[src/rtl/lsu_pkg.sv]
// Shared RV32 width codes, FSM state encoding and request-decode helpers for the LSU memory controller.
// Pure declarations: no latency, no flow control.
package lsu_pkg;

    localparam logic [2:0] F3_B  = 3'b000;
    localparam logic [2:0] F3_H  = 3'b001;
    localparam logic [2:0] F3_W  = 3'b010;
    localparam logic [2:0] F3_BU = 3'b100;
    localparam logic [2:0] F3_HU = 3'b101;

    typedef enum logic [2:0] {
        ST_IDLE,
        ST_RD,
        ST_CAP,
        ST_WR,
        ST_RESP
    } state_t;

    // Stores have no unsigned variants, so LBU/LHU codes are illegal with we=1.
    function automatic logic f3_legal(input logic we, input logic [2:0] f3);
        if (we)
            return (f3 == F3_B) || (f3 == F3_H) || (f3 == F3_W);
        return (f3 == F3_B) || (f3 == F3_H) || (f3 == F3_W) ||
               (f3 == F3_BU) || (f3 == F3_HU);
    endfunction

    function automatic logic [1:0] f3_align_mask(input logic [2:0] f3);
        case (f3[1:0])
            2'b00:   return 2'b00;
            2'b01:   return 2'b01;
            default: return 2'b11;
        endcase
    endfunction

endpackage

[src/rtl/lsu_align.sv]
// Load lane extract with sign/zero extension and store byte-lane merge into a read word.
// Purely combinational: zero latency, no flow control.
module lsu_align (
    input  logic [2:0]  funct3,
    input  logic [1:0]  byte_off,
    input  logic [31:0] mem_word,
    input  logic [31:0] store_data,
    output logic [31:0] load_data,
    output logic [31:0] merge_word
);
    import lsu_pkg::*;

    logic [31:0] shifted;
    logic [7:0]  lane_b;
    logic [15:0] lane_h;

    always_comb begin
        shifted = mem_word >> {byte_off, 3'b000};
        lane_b  = shifted[7:0];
        lane_h  = byte_off[1] ? mem_word[31:16] : mem_word[15:0];
        case (funct3)
            F3_B:    load_data = {{24{lane_b[7]}}, lane_b};
            F3_BU:   load_data = {24'h0, lane_b};
            F3_H:    load_data = {{16{lane_h[15]}}, lane_h};
            F3_HU:   load_data = {16'h0, lane_h};
            default: load_data = mem_word;
        endcase
    end

    always_comb begin
        merge_word = mem_word;
        case (funct3)
            F3_B:    merge_word[{byte_off, 3'b000} +: 8]        = store_data[7:0];
            F3_H:    merge_word[{byte_off[1], 4'b0000} +: 16]   = store_data[15:0];
            default: merge_word = store_data;
        endcase
    end

endmodule

[src/rtl/lsu_mem_ctrl.sv]
// Single-request LSU controller to a registered word memory; LSU_MISALIGN_TRAP_EN traps misaligned accesses.
// Load resp 3 cycles after accept (RMW store 4, word store 2, error 1); req_ready only in IDLE, no queuing.
module lsu_mem_ctrl #(
    parameter int unsigned MEM_WORDS = 100
) (
    input  logic        clk,
    input  logic        rst,
    input  logic        req_valid,
    output logic        req_ready,
    input  logic        req_we,
    input  logic [2:0]  req_funct3,
    input  logic [31:0] req_addr,
    input  logic [31:0] req_wdata,
    output logic        resp_valid,
    output logic [31:0] resp_rdata,
    output logic        resp_err,
    output logic        d_r_en,
    output logic        d_w_en,
    output logic [31:0] d_add,
    output logic [31:0] data_in,
    input  logic [31:0] d_out
);
    import lsu_pkg::*;

    state_t      state, state_nxt;
    logic [31:0] addr_q, wdata_q, rdata_q;
    logic [2:0]  f3_q;
    logic        we_q, err_q;
    logic        accept, oor, req_err;
    logic [1:0]  amask;
    logic [31:0] addr_fix, load_data, merge_word;

    assign accept = req_valid && req_ready;
    assign amask  = f3_align_mask(req_funct3);
    assign oor    = {2'b00, req_addr[31:2]} >= MEM_WORDS;

`ifdef LSU_MISALIGN_TRAP_EN
    assign addr_fix = req_addr;
    assign req_err  = !f3_legal(req_we, req_funct3) || oor || (|(req_addr[1:0] & amask));
`else
    assign addr_fix = {req_addr[31:2], req_addr[1:0] & ~amask};
    assign req_err  = !f3_legal(req_we, req_funct3) || oor;
`endif

    always_ff @(posedge clk) begin
        if (rst)
            state <= ST_IDLE;
        else
            state <= state_nxt;
    end

    always_comb begin
        state_nxt = state;
        case (state)
            ST_IDLE: begin
                if (accept) begin
                    if (req_err)
                        state_nxt = ST_RESP;
                    else if (req_we && req_funct3 == F3_W)
                        state_nxt = ST_WR;
                    else
                        state_nxt = ST_RD;
                end
            end
            ST_RD:   state_nxt = ST_CAP;
            ST_CAP:  state_nxt = we_q ? ST_WR : ST_RESP;
            ST_WR:   state_nxt = ST_RESP;
            ST_RESP: state_nxt = ST_IDLE;
            default: state_nxt = ST_IDLE;
        endcase
    end

    // Enables are gated by rst so a reset landing in RD/WR never touches memory.
    always_comb begin
        req_ready  = (state == ST_IDLE);
        resp_valid = (state == ST_RESP);
        d_r_en     = (state == ST_RD) && !rst;
        d_w_en     = (state == ST_WR) && !rst;
        d_add      = (d_r_en || d_w_en) ? {2'b00, addr_q[31:2]} : 32'h0;
        data_in    = d_w_en ? wdata_q : 32'h0;
    end

    always_ff @(posedge clk) begin
        if (rst) begin
            addr_q  <= 32'h0;
            wdata_q <= 32'h0;
            rdata_q <= 32'h0;
            f3_q    <= 3'b000;
            we_q    <= 1'b0;
            err_q   <= 1'b0;
        end else if (accept) begin
            addr_q  <= addr_fix;
            wdata_q <= req_wdata;
            rdata_q <= 32'h0;
            f3_q    <= req_funct3;
            we_q    <= req_we;
            err_q   <= req_err;
        end else if (state == ST_CAP) begin
            // Sub-word stores fold the read word into wdata_q so WR drives the merged word.
            if (we_q)
                wdata_q <= merge_word;
            else
                rdata_q <= load_data;
        end
    end

    assign resp_rdata = rdata_q;
    assign resp_err   = err_q;

    lsu_align u_align (
        .funct3     (f3_q),
        .byte_off   (addr_q[1:0]),
        .mem_word   (d_out),
        .store_data (wdata_q),
        .load_data  (load_data),
        .merge_word (merge_word)
    );

endmodule

[config.mk]
export PLATFORM = sky130hd
export DESIGN_NAME = lsu_mem_ctrl
export DESIGN_NICKNAME = d
export VERILOG_FILES = /design/src/rtl/lsu_pkg.sv /design/src/rtl/lsu_align.sv /design/src/rtl/lsu_mem_ctrl.sv
export SDC_FILE = /design/constraint.sdc
export NUM_CORES = 1
export LEC_CHECK = 0
export CELL_PAD_IN_SITES_DETAIL_PLACEMENT = 1
export CELL_PAD_IN_SITES_GLOBAL_PLACEMENT = 1
export CORE_MARGIN = 4
export CORE_UTILIZATION = 30
export CTS_CLUSTER_SIZE = 10
export DETAILED_ROUTE_END_ITERATION = 10
export GPL_TIMING_DRIVEN = 0
export HOLD_SLACK_MARGIN = 0.06
export PLACE_DENSITY = 0.87
export SLEW_MARGIN = 10
export SYNTH_ARGS = -nofsm -noshare
export SYNTH_HDL_FRONTEND = slang
export SYNTH_HIERARCHICAL = 1
export SYNTH_SLANG_ARGS = --single-unit
[constraint.sdc]
create_clock -name clk -period 2.6 [get_ports clk]
set_clock_uncertainty 0.2 [all_clocks]
set_input_delay 0.52 -clock clk [delete_from_list [all_inputs] [get_ports clk]]
set_output_delay 0.52 -clock clk [all_outputs]
set_load 0.02 [all_outputs]
==> summary.md, run 1 <==
| Metric | Value |
|---|---|
| Xor/xnor cell area share of the yosys netlist | 0 |
| Ys async rst share | 0 |
| Vias per inst | 5.43 |
| Crit path cell chain | dlygate4sd2_1, nor2_4, and3_4, clkbuf_4, and2_1, clkdlybuf4s15_2 |
| Max cap viols | 0 |
| Synth Warn # | 6 |
| Crit path capture type | output pin |
| Pre-CTS setup slack | -1.00 ns |
| TritonCTS Buffers | 9 |
| Initial antenna violation count | 2 |
| Main flop type after synthesis | dfxtp_1 |
| Worst reg2reg endpoint | wdata_q[7] |
| Crit. path cell count | 6 |
| Worst r2r src | f3_q[0] |
| Starting density of the core | 0.310 |
| Count of buffer and inverter cells on the critical path | 3 |
| Input/output buffers | 201 |
| Setup-failing EPs final | 0 |
| Setup crit start kind | primary input |
| Crit-path slowest cell | dlygate4sd2_1 |
| Placed insts | 1342 |
| Worst skew pair latency | 0.36 ns |
| Family with the most delay on the worst path | buffers and inverters |
| Clk slew on worst S/H paths | 0.08 ns |
| Fillers | 2555 |
| # IOs | 204 |
| Core area | 20500 µm² |
| Post-synth top area cell | dfxtp_1 |
| Most numerous cell in the Yosys netlist | nand2_1 |
| Final Cycle Share | 0.979 |
| Clock tree sinks | 104 |
| CP Capture Point | data_in[7] |
| Chip Height | 153 µm |
| Post-route ant nets | 0 |
| Register area | 2090 µm² |
| Final Hold Vio Count | 0 |
| Average wire per standard cell | 20.2 µm |
| Worst hold path type | flop to flop |
| LEAKAGE | 3.44 nW |
| Gpl congestion | 0.953 |
| Top-area cell type share of the netlist area | 0.328 |
| Synth-to-layout area growth | 43.0% |
| DRC Markers | 0 |
| Area of placed instances | 8700 µm² |
| Hpwl dp | 21.2 mm |
| Antenna cells | 0 |
| Worst Setup SP | rst |
| Distinct cells, synth | 53 |
| Synth Area in Adders | 0.00985 |
| CTS tree | built |
| Peak supply drop | 278 µV |
| Nets | 1195 |
| Outcome | completed |
| Max-slew headroom | 0.316 |
| Max Slew Vio Count | 0 |
| Pwr Density | 439 nW/µm² |
| Row count | 52 |
| PnR Total Power | 3.99 mW |
| First-pass GRT wire length | 42.4 mm |
| Vias in the first global route | 7617 |
| Number of H-tree levels | 3 |
| Post-synth top cells | nand2_1 (192), a21oi_1 (136), dfxtp_1 (104), o21ai_0 (60), mux2i_1 (51) |
| Largest fanout on the critical path | 10 |
| Non-Filler Instances | 1362 |
| Root Driver | clkbuf_16 |
| Max Fclk | 0.393 GHz |
| FF+latch count, synth | 104 |
| Synthesized area | 6350 µm² |
| Mux cell area share after synthesis | 0.0910 |
| CTS Buffer Depth | 2 |
| Chip Width | 153 µm |
| Share of cells above drive strength 1 | 0.0998 |
| Die ar. | 23600 µm² |
| Total gr overflow | 0 |
| Data arrival time of the worst path | 1.83 ns |
| Synth Area per Inst | 7.30 µm² |
| Vias | 7401 |
| Footprint of the multi-input gates | 3940 µm² |
| Critical Path RT | 1.88 ns |
| Sequential-to-total area share from yosys stat | 0.328 |
| Area share of and/or/nand/nor cells after synthesis | 0.263 |
| Compound-Gate Fraction of Synth Area | 0.251 |
| Post-Synthesis Cells | 870 |
| Worst reg2reg path depth | 7 |
| Pin count of the biggest net entering global routing | 19 |
| Worst-margin pin slew | 1.02 ns |
| Initial DRC count | 433 |
| Hold Buf Count CTS | 0 |
| CP peak stage delay | 0.30 ns |
| Largest family of logic cells by synthesized area | simple AND/OR/NAND/NOR gates |
| GRT Overall Usage | 0.225 |
| WS Path Type | primary input to output pin |
| Final wirelength | 27.5 mm |
| Synth top area cells | dfxtp_1 (33%), nand2_1 (11%), a21oi_1 (11%) |
| R2R setup slack | 0.19 ns |
| PnR worst setup slack | 0.0547 ns |
| Design Area, Final | 9080 µm² |
| Number of synthesized flops with an enable pin | 0 |
| Fin crit period | 2.55 ns |
| Initial DRT Pass Iterations | 5 |
-- per-layer routing --
layer  vias up  global-route usage  wire length, µm
met5         -                   0               22
met2       304               0.381            13000
met1      3537               0.283            11600
met3        62              0.0523             2100
met4         4              0.0749              814
li1       3494                   -                -
-- what timing repair did --
item / CTS / global route
gates resized for setup: 145 / 27
buffers inserted: 4 / 1
pin swaps: 1 / 2
endpoints found under the setup margin: 96 / 87
-- tightest hold or removal path: stages (launching register included) --
cell,delay [ns]
dfxtp_1,0.31
nand2_1,0.05
a21oi_1,0.05
-- cells by family after synthesis --
| family | count (synthesis) |
|---|---|
| AND/OR/NAND/NOR | 353 |
| AO/OA/AOI/OAI | 267 |
| flip-flops | 104 |
| buffers and inverters | 84 |
| multiplexers | 56 |
| adder cells (fa/ha/maj) | 5 |
| other | 1 |
-- cells in the final DEF (no fill, tap or decap), types with 6 or more instances in the layout --
master	instances
a211oi_1	8
a221oi_1	6
mux2i_1	51
clkdlybuf4s50_1	134
nand2_1	192
clkdlybuf4s15_2	29
dfxtp_1	101
and2_1	33
a221o_1	13
nand2b_1	12
buf_4	8
a21oi_1	135
buf_1	6
inv_1	9
o21bai_1	8
clkdlybuf4s15_1	7
clkbuf_2	8
clkbuf_1	34
and3_1	37
clkbuf_16	9
a22o_1	16
nor2_1	25
or3_1	8
dlygate4sd2_1	29
buf_2	16
nor3_1	14
o21ai_0	60
-- how the worst min path moves through the flow --
| stage | to | depth (start not counted) | start | slack (ns) |
|---|---|---|---|---|
| finish | addr_q[10] | 2 | addr_q[10] | 0.25 |
| global route | resp_rdata[28] | 2 | resp_rdata[28] | 0.27 |
| CTS | addr_q[17] | 2 | addr_q[17] | 0.25 |
| detailed placement | addr_q[17] | 2 | addr_q[17] | 0.24 |
| global placement | addr_q[7] | 2 | addr_q[7] | 0.24 |
| floorplan | addr_q[10] | 2 | addr_q[10] | 0.23 |
-- flip-flops by register name, indices dropped and copies added (netlist names) --
name        cells
addr_q         32
resp_rdata     32
wdata_q        32
f3_q            3
state           3
resp_err        1
we_q            1
-- through the flow --
step	setup TNS, ns	hold slack (ns)	utilization
after detailed placement	-66.03	0.245	0.425
final	0	0.252	0.443
after floorplan	0	0.232	-
after global placement	-58.63	0.237	0.425
after CTS	0	0.254	0.441
after global routing	-0.0247	0.274	0.443
-- layout make-up --
| type | instances | area share |
|---|---|---|
| Buffer | 72 | 0.0378 |
| Clock buffer | 9 | 0.0248 |
| Clock inverter | 7 | 0.00606 |
| Inverter | 11 | 0.00538 |
| Multi-Input combinational cell | 683 | 0.434 |
| Sequential cell | 104 | 0.230 |
| Tap cell | 270 | 0.0372 |
| Timing Repair Buffer | 206 | 0.225 |
-- where the power goes --
| group | internal, mW | leakage, nW | switching (mW) |
|---|---|---|---|
| combinational | 0.392 | 2.45 | 0.491 |
| sequential | 1.67 | 0.854 | 0.0859 |
| clock | 0.664 | 0.138 | 0.690 |
Power figures use the tool's default switching activity.
==> run 2, diff against run 1 <==
CAP_MARGIN = 0   (was unset)
PLACE_DENSITY = 0.84   (was 0.87)
clock period = 3 ns   (was 2.6 ns; I/O delays follow)
==> summary.md, run 2 (same netlist as run 1, synthesis figures left out) <==
| Metric | Value |
|---|---|
| Max cap viols | 0 |
| Peak supply drop | 253 µV |
| Commonest non-fill, non-tap cell in the layout | nand2_1 |
| Max-slew headroom | 0.426 |
| Initial DRT Pass Iterations | 5 |
| LEAKAGE | 3.45 nW |
| Input/output buffers | 201 |
| Pin count of the biggest net entering global routing | 19 |
| Core area | 20500 µm² |
| Starting density of the core | 0.310 |
| Worst-margin pin slew | 0.854 ns |
| Worst skew pair latency | 0.36 ns |
| Hold Buf Count CTS | 0 |
| Crit path capture type | output pin |
| Footprint of the multi-input gates | 3930 µm² |
| Worst hold start | resp_rdata[29] |
| Clk slew on worst S/H paths | 0.07 ns |
| Max Fclk | 0.353 GHz |
| Worst Hold End | resp_rdata[29] |
| Average wire per standard cell | 19.7 µm |
| Initial antenna violation count | 2 |
| First-pass GRT wire length | 42.0 mm |
| Synth-to-layout area growth | 42.6% |
| Data arrival time of the worst path | 2.04 ns |
| Nets | 1194 |
| PnR Total Power | 3.44 mW |
| Worst reg2reg path depth | 8 |
| Largest fanout on the critical path | 10 |
| Fillers | 2574 |
| Pwr Density | 380 nW/µm² |
| Worst reg2reg endpoint | wdata_q[30] |
| Root Driver | clkbuf_16 |
| Vias | 7274 |
| Post-route ant nets | 0 |
| Setup crit start kind | flop |
| Gpl congestion | 0.921 |
| Design Area, Final | 9060 µm² |
| TritonCTS Buffers | 9 |
| RSZ-0062 raised after global routing | false |
| Chip Height | 153 µm |
| Row count | 52 |
| Worst r2r src | addr_q[1] |
| Outcome | completed |
| R2R setup slack | 0.31 ns |
| Hold Path Cell Cnt | 2 |
| CTS tree | built |
| Fin crit period | 2.84 ns |
| Vias in the first global route | 7572 |
| GRT Overall Usage | 0.222 |
| Number of H-tree levels | 3 |
| Setup-failing EPs final | 0 |
| Max Slew Vio Count | 0 |
| Clock tree sinks | 104 |
| Chip Width | 153 µm |
| Critical Path RT | 2.20 ns |
| Final wirelength | 26.9 mm |
| Total gr overflow | 0 |
| WS Path Type | flop to output pin |
| Final Hold Vio Count | 0 |
| Area of placed instances | 8700 µm² |
| Initial DRC count | 351 |
| Hpwl dp | 21.0 mm |
| # IOs | 204 |
| Worst hold path type | flop to flop |
| Register area | 2080 µm² |
| Fin util | 0.442 |
| Vias per inst | 5.34 |
| CTS Buffer Depth | 2 |
| Hold_ws | 0.255 ns |
| Most frequent cells in the layout | nand2_1 (192), clkdlybuf4s50_1 (136), a21oi_1 (135), dfxtp_1 (104), o21ai_0 (60) |
| Die ar. | 23600 µm² |
| Share of cells above drive strength 1 | 0.0889 |
| DRC Markers | 0 |
| Final Cycle Share | 0.946 |
[run 2: cell types whose count changed in the layout (fill, tap and decap cells not counted), sizes merged, moves of 2 or more]
cell and delta:
clkdlybuf4s50 +2, dlygate4sd2 +5, dlymetal6s2s +2, clkdlybuf4s15 -7, diode +2
[run 2: worst max path at each step]
stage | endpoint | cells after the start | from
6_report | data_in[25] | 5 | state[0]
5_1_grt | data_in[24] | 5 | state[0]
4_1_cts | data_in[9] | 6 | rst
3_5_place_dp | data_in[29] | 6 | rst
3_3_place_gp | data_in[29] | 6 | rst
2_1_floorplan | data_in[22] | 4 | rst
[run 2: cell type report]
cell class / instances / area share
inverters: 11 / 0.00497
clock inverters: 6 / 0.00539
repair buffers: 205 / 0.225
diodes: 2 / 0.000553
multi-input cells: 683 / 0.434
well taps: 270 / 0.0373
clock buffers: 10 / 0.0264
flip-flops and latches: 104 / 0.230
plain buffers: 72 / 0.0362
[run 2: critical path, cell delays in order, from the launching register on]
cell,delay [ns]
dfxtp_1,0.37
clkbuf_1,0.34
and3_4,0.35
clkbuf_2,0.21
and2_1,0.14
clkdlybuf4s15_2,0.26
[run 2: stage by stage]
stage	setup TNS [ns]	worst slack [ns]	cells
after floorplan	0	0.527	871
after CTS	-0.0118	-0.0118	1358
after global routing	0	0.0183	1361
final	0	0.163	1363
after global placement	-33.44	-0.730	1342
after detailed placement	-35.15	-0.746	1342
[run 2: metal layers]
layer  vias to the layer above  global-route usage  wire length (µm)
met5                         -                   0                26
li1                       3498                   -                 -
met1                      3439               0.272             11100
met2                       286               0.376             12700
met4                         4              0.0694               701
met3                        47              0.0676              2360
[run 2: repair_timing]
action,in CTS,in global routing
setup endpoints to repair,70,59
gates resized for setup,132,8
buffers inserted,0,4
cloned,0,0
pin swaps,0,1
[run 2: where the power goes]
part           total, mW  internal [mW]  switching (mW)
combinational      0.757          0.338           0.419
clock               1.17          0.597           0.572
sequential          1.52           1.44          0.0732
total               3.44           2.38            1.06
==> run 3, diff against run 2 <==
SETUP_SLACK_MARGIN = 0.5   (was unset)
==> summary.md, run 3 (same netlist as run 1, synthesis figures left out) <==
| Metric | Value |
|---|---|
| Clock tree sinks | 104 |
| CTS Buffer Depth | 2 |
| WS Path Type | flop to output pin |
| Pwr Density | 376 nW/µm² |
| Max Slew Vio Count | 0 |
| Register area | 2090 µm² |
| Worst-margin pin slew | 0.571 ns |
| Non-Filler Instances | 1376 |
| Clk slew on worst S/H paths | 0.07 ns |
| Hold Buf Count CTS | 0 |
| Die ar. | 23600 µm² |
| Commonest non-fill, non-tap cell in the layout | nand2_1 |
| Setup crit start kind | flop |
| Average wire per standard cell | 20.1 µm |
| Fillers | 2561 |
| RSZ-0062 raised after global routing | true |
| Worst skew pair latency | 0.36 ns |
| Chip Width | 153 µm |
| Input/output buffers | 201 |
| Hold_ws | 0.255 ns |
| PnR Total Power | 3.47 mW |
| Setup TNS | 0 ns |
| Vias | 7410 |
| Antenna cells | 0 |
| Peak supply drop | 255 µV |
| Root Driver | clkbuf_16 |
| Final wirelength | 27.6 mm |
| Most used cell, CP | buf_6 |
| Pre-CTS setup slack | -0.746 ns |
| # IOs | 204 |
| R2R setup slack | 0.60 ns |
| Setup-failing EPs final | 0 |
| Gpl congestion | 0.921 |
| Synth-to-layout area growth | 45.2% |
| Final Hold Vio Count | 0 |
| PnR worst setup slack | 0.441 ns |
| Vias per inst | 5.39 |
| Most frequent cells in the layout | nand2_1 (192), a21oi_1 (135), clkdlybuf4s50_1 (132), dfxtp_1 (101), o21ai_0 (60) |
| Pin count of the biggest net entering global routing | 19 |
| Area of placed instances | 8700 µm² |
| Placed insts | 1342 |
| CTS tree | built |
| Fin crit period | 2.56 ns |
| Final Cycle Share | 0.853 |
| Share of cells above drive strength 1 | 0.168 |
| Critical Path RT | 2.20 ns |
| Initial DRC count | 461 |
| Crit path cell chain | buf_6, nor2_4, and3_4, clkbuf_8, buf_4, and2_4, buf_6 |
| Hpwl dp | 21.0 mm |
| Footprint of the multi-input gates | 4050 µm² |
| Row count | 52 |
| Initial antenna violation count | 2 |
| LEAKAGE | 3.57 nW |
| Crit path capture type | output pin |
| Vias in the first global route | 7680 |
| Post-route ant nets | 0 |
| Chip Height | 153 µm |
| GRT Overall Usage | 0.227 |
| Nets | 1209 |
| Crit-path slowest cell | dfxtp_1 |
| Number of H-tree levels | 3 |
| Core area | 20500 µm² |
| CP peak stage delay | 0.31 ns |
| Total gr overflow | 0 |
| Max Fclk | 0.391 GHz |
| Outcome | completed |
| First-pass GRT wire length | 42.9 mm |
| TritonCTS Buffers | 9 |
| Data arrival time of the worst path | 1.76 ns |
| Family with the most delay on the worst path | simple AND/OR/NAND/NOR gates |
| Design Area, Final | 9220 µm² |
| Worst hold path type | flop to flop |
| Max-slew headroom | 0.619 |
| Max cap viols | 0 |
| Starting density of the core | 0.310 |
| Largest fanout on the critical path | 5 |
| DRC Markers | 0 |
| Fin util | 0.450 |
| Count of buffer and inverter cells on the critical path | 4 |
| Initial DRT Pass Iterations | 5 |
[run 3: cell types whose count changed in the layout (fill, tap and decap cells not counted), sizes merged, moves of 2 or more]
cell           delta
buf              +65
clkbuf           +13
clkdlybuf4s15    -27
clkdlybuf4s50     -4
diode             -2
dlygate4sd2      -31
dlymetal6s2s      -2
[run 3: power breakdown]
part	internal [mW]	switching [mW]
registers	1.44	0.0754
logic	0.351	0.426
clock network	0.597	0.574
[run 3: cell type report]
type / count / share of cell area
multi-input cells: 684 / 0.439
flip-flops and latches: 104 / 0.227
repair buffers: 218 / 0.219
plain buffers: 73 / 0.0424
well taps: 270 / 0.0366
clock buffers: 10 / 0.0259
clock inverters: 6 / 0.00529
inverters: 11 / 0.00502
[run 3: worst paths after layout]
| path | start | endpoint | cells past startpoint |
|---|---|---|---|
| worst min-delay path | resp_rdata[29] | resp_rdata[29] | 2 |
| worst max register to register | addr_q[1] | wdata_q[30] | 9 |
| worst max-delay path | state[2] | data_in[18] | 7 |
| worst min register to register | resp_rdata[29] | resp_rdata[29] | 2 |
[run 3: per-layer routing]
metal	wire [µm]	vias to the layer above	share of wire	track usage
li1	-	3536	-	-
met1	11300	3534	0.41	0.278
met2	13200	289	0.48	0.386
met3	2420	47	0.088	0.0684
met4	709	4	0.026	0.0685
met5	26	-	0.00094	0
[run 3: repair_timing]
item,4_1_cts,5_1_grt
setup endpoints to repair,107,95
cloned,4,0
hold endpoints to repair,0,0
buffers inserted,7,7
pin swaps,3,1
resized for setup,304,89
[run 3: worst reg2reg max path, stage by stage (launching register included)]
cell        delay [ns]
dfxtp_4           0.43
clkinvlp_4        0.13
buf_4             0.20
ha_4              0.30
nand3b_1          0.18
nor2_4            0.08
a221o_1           0.33
a22o_1            0.18
mux2i_1           0.14
a21oi_1           0.09
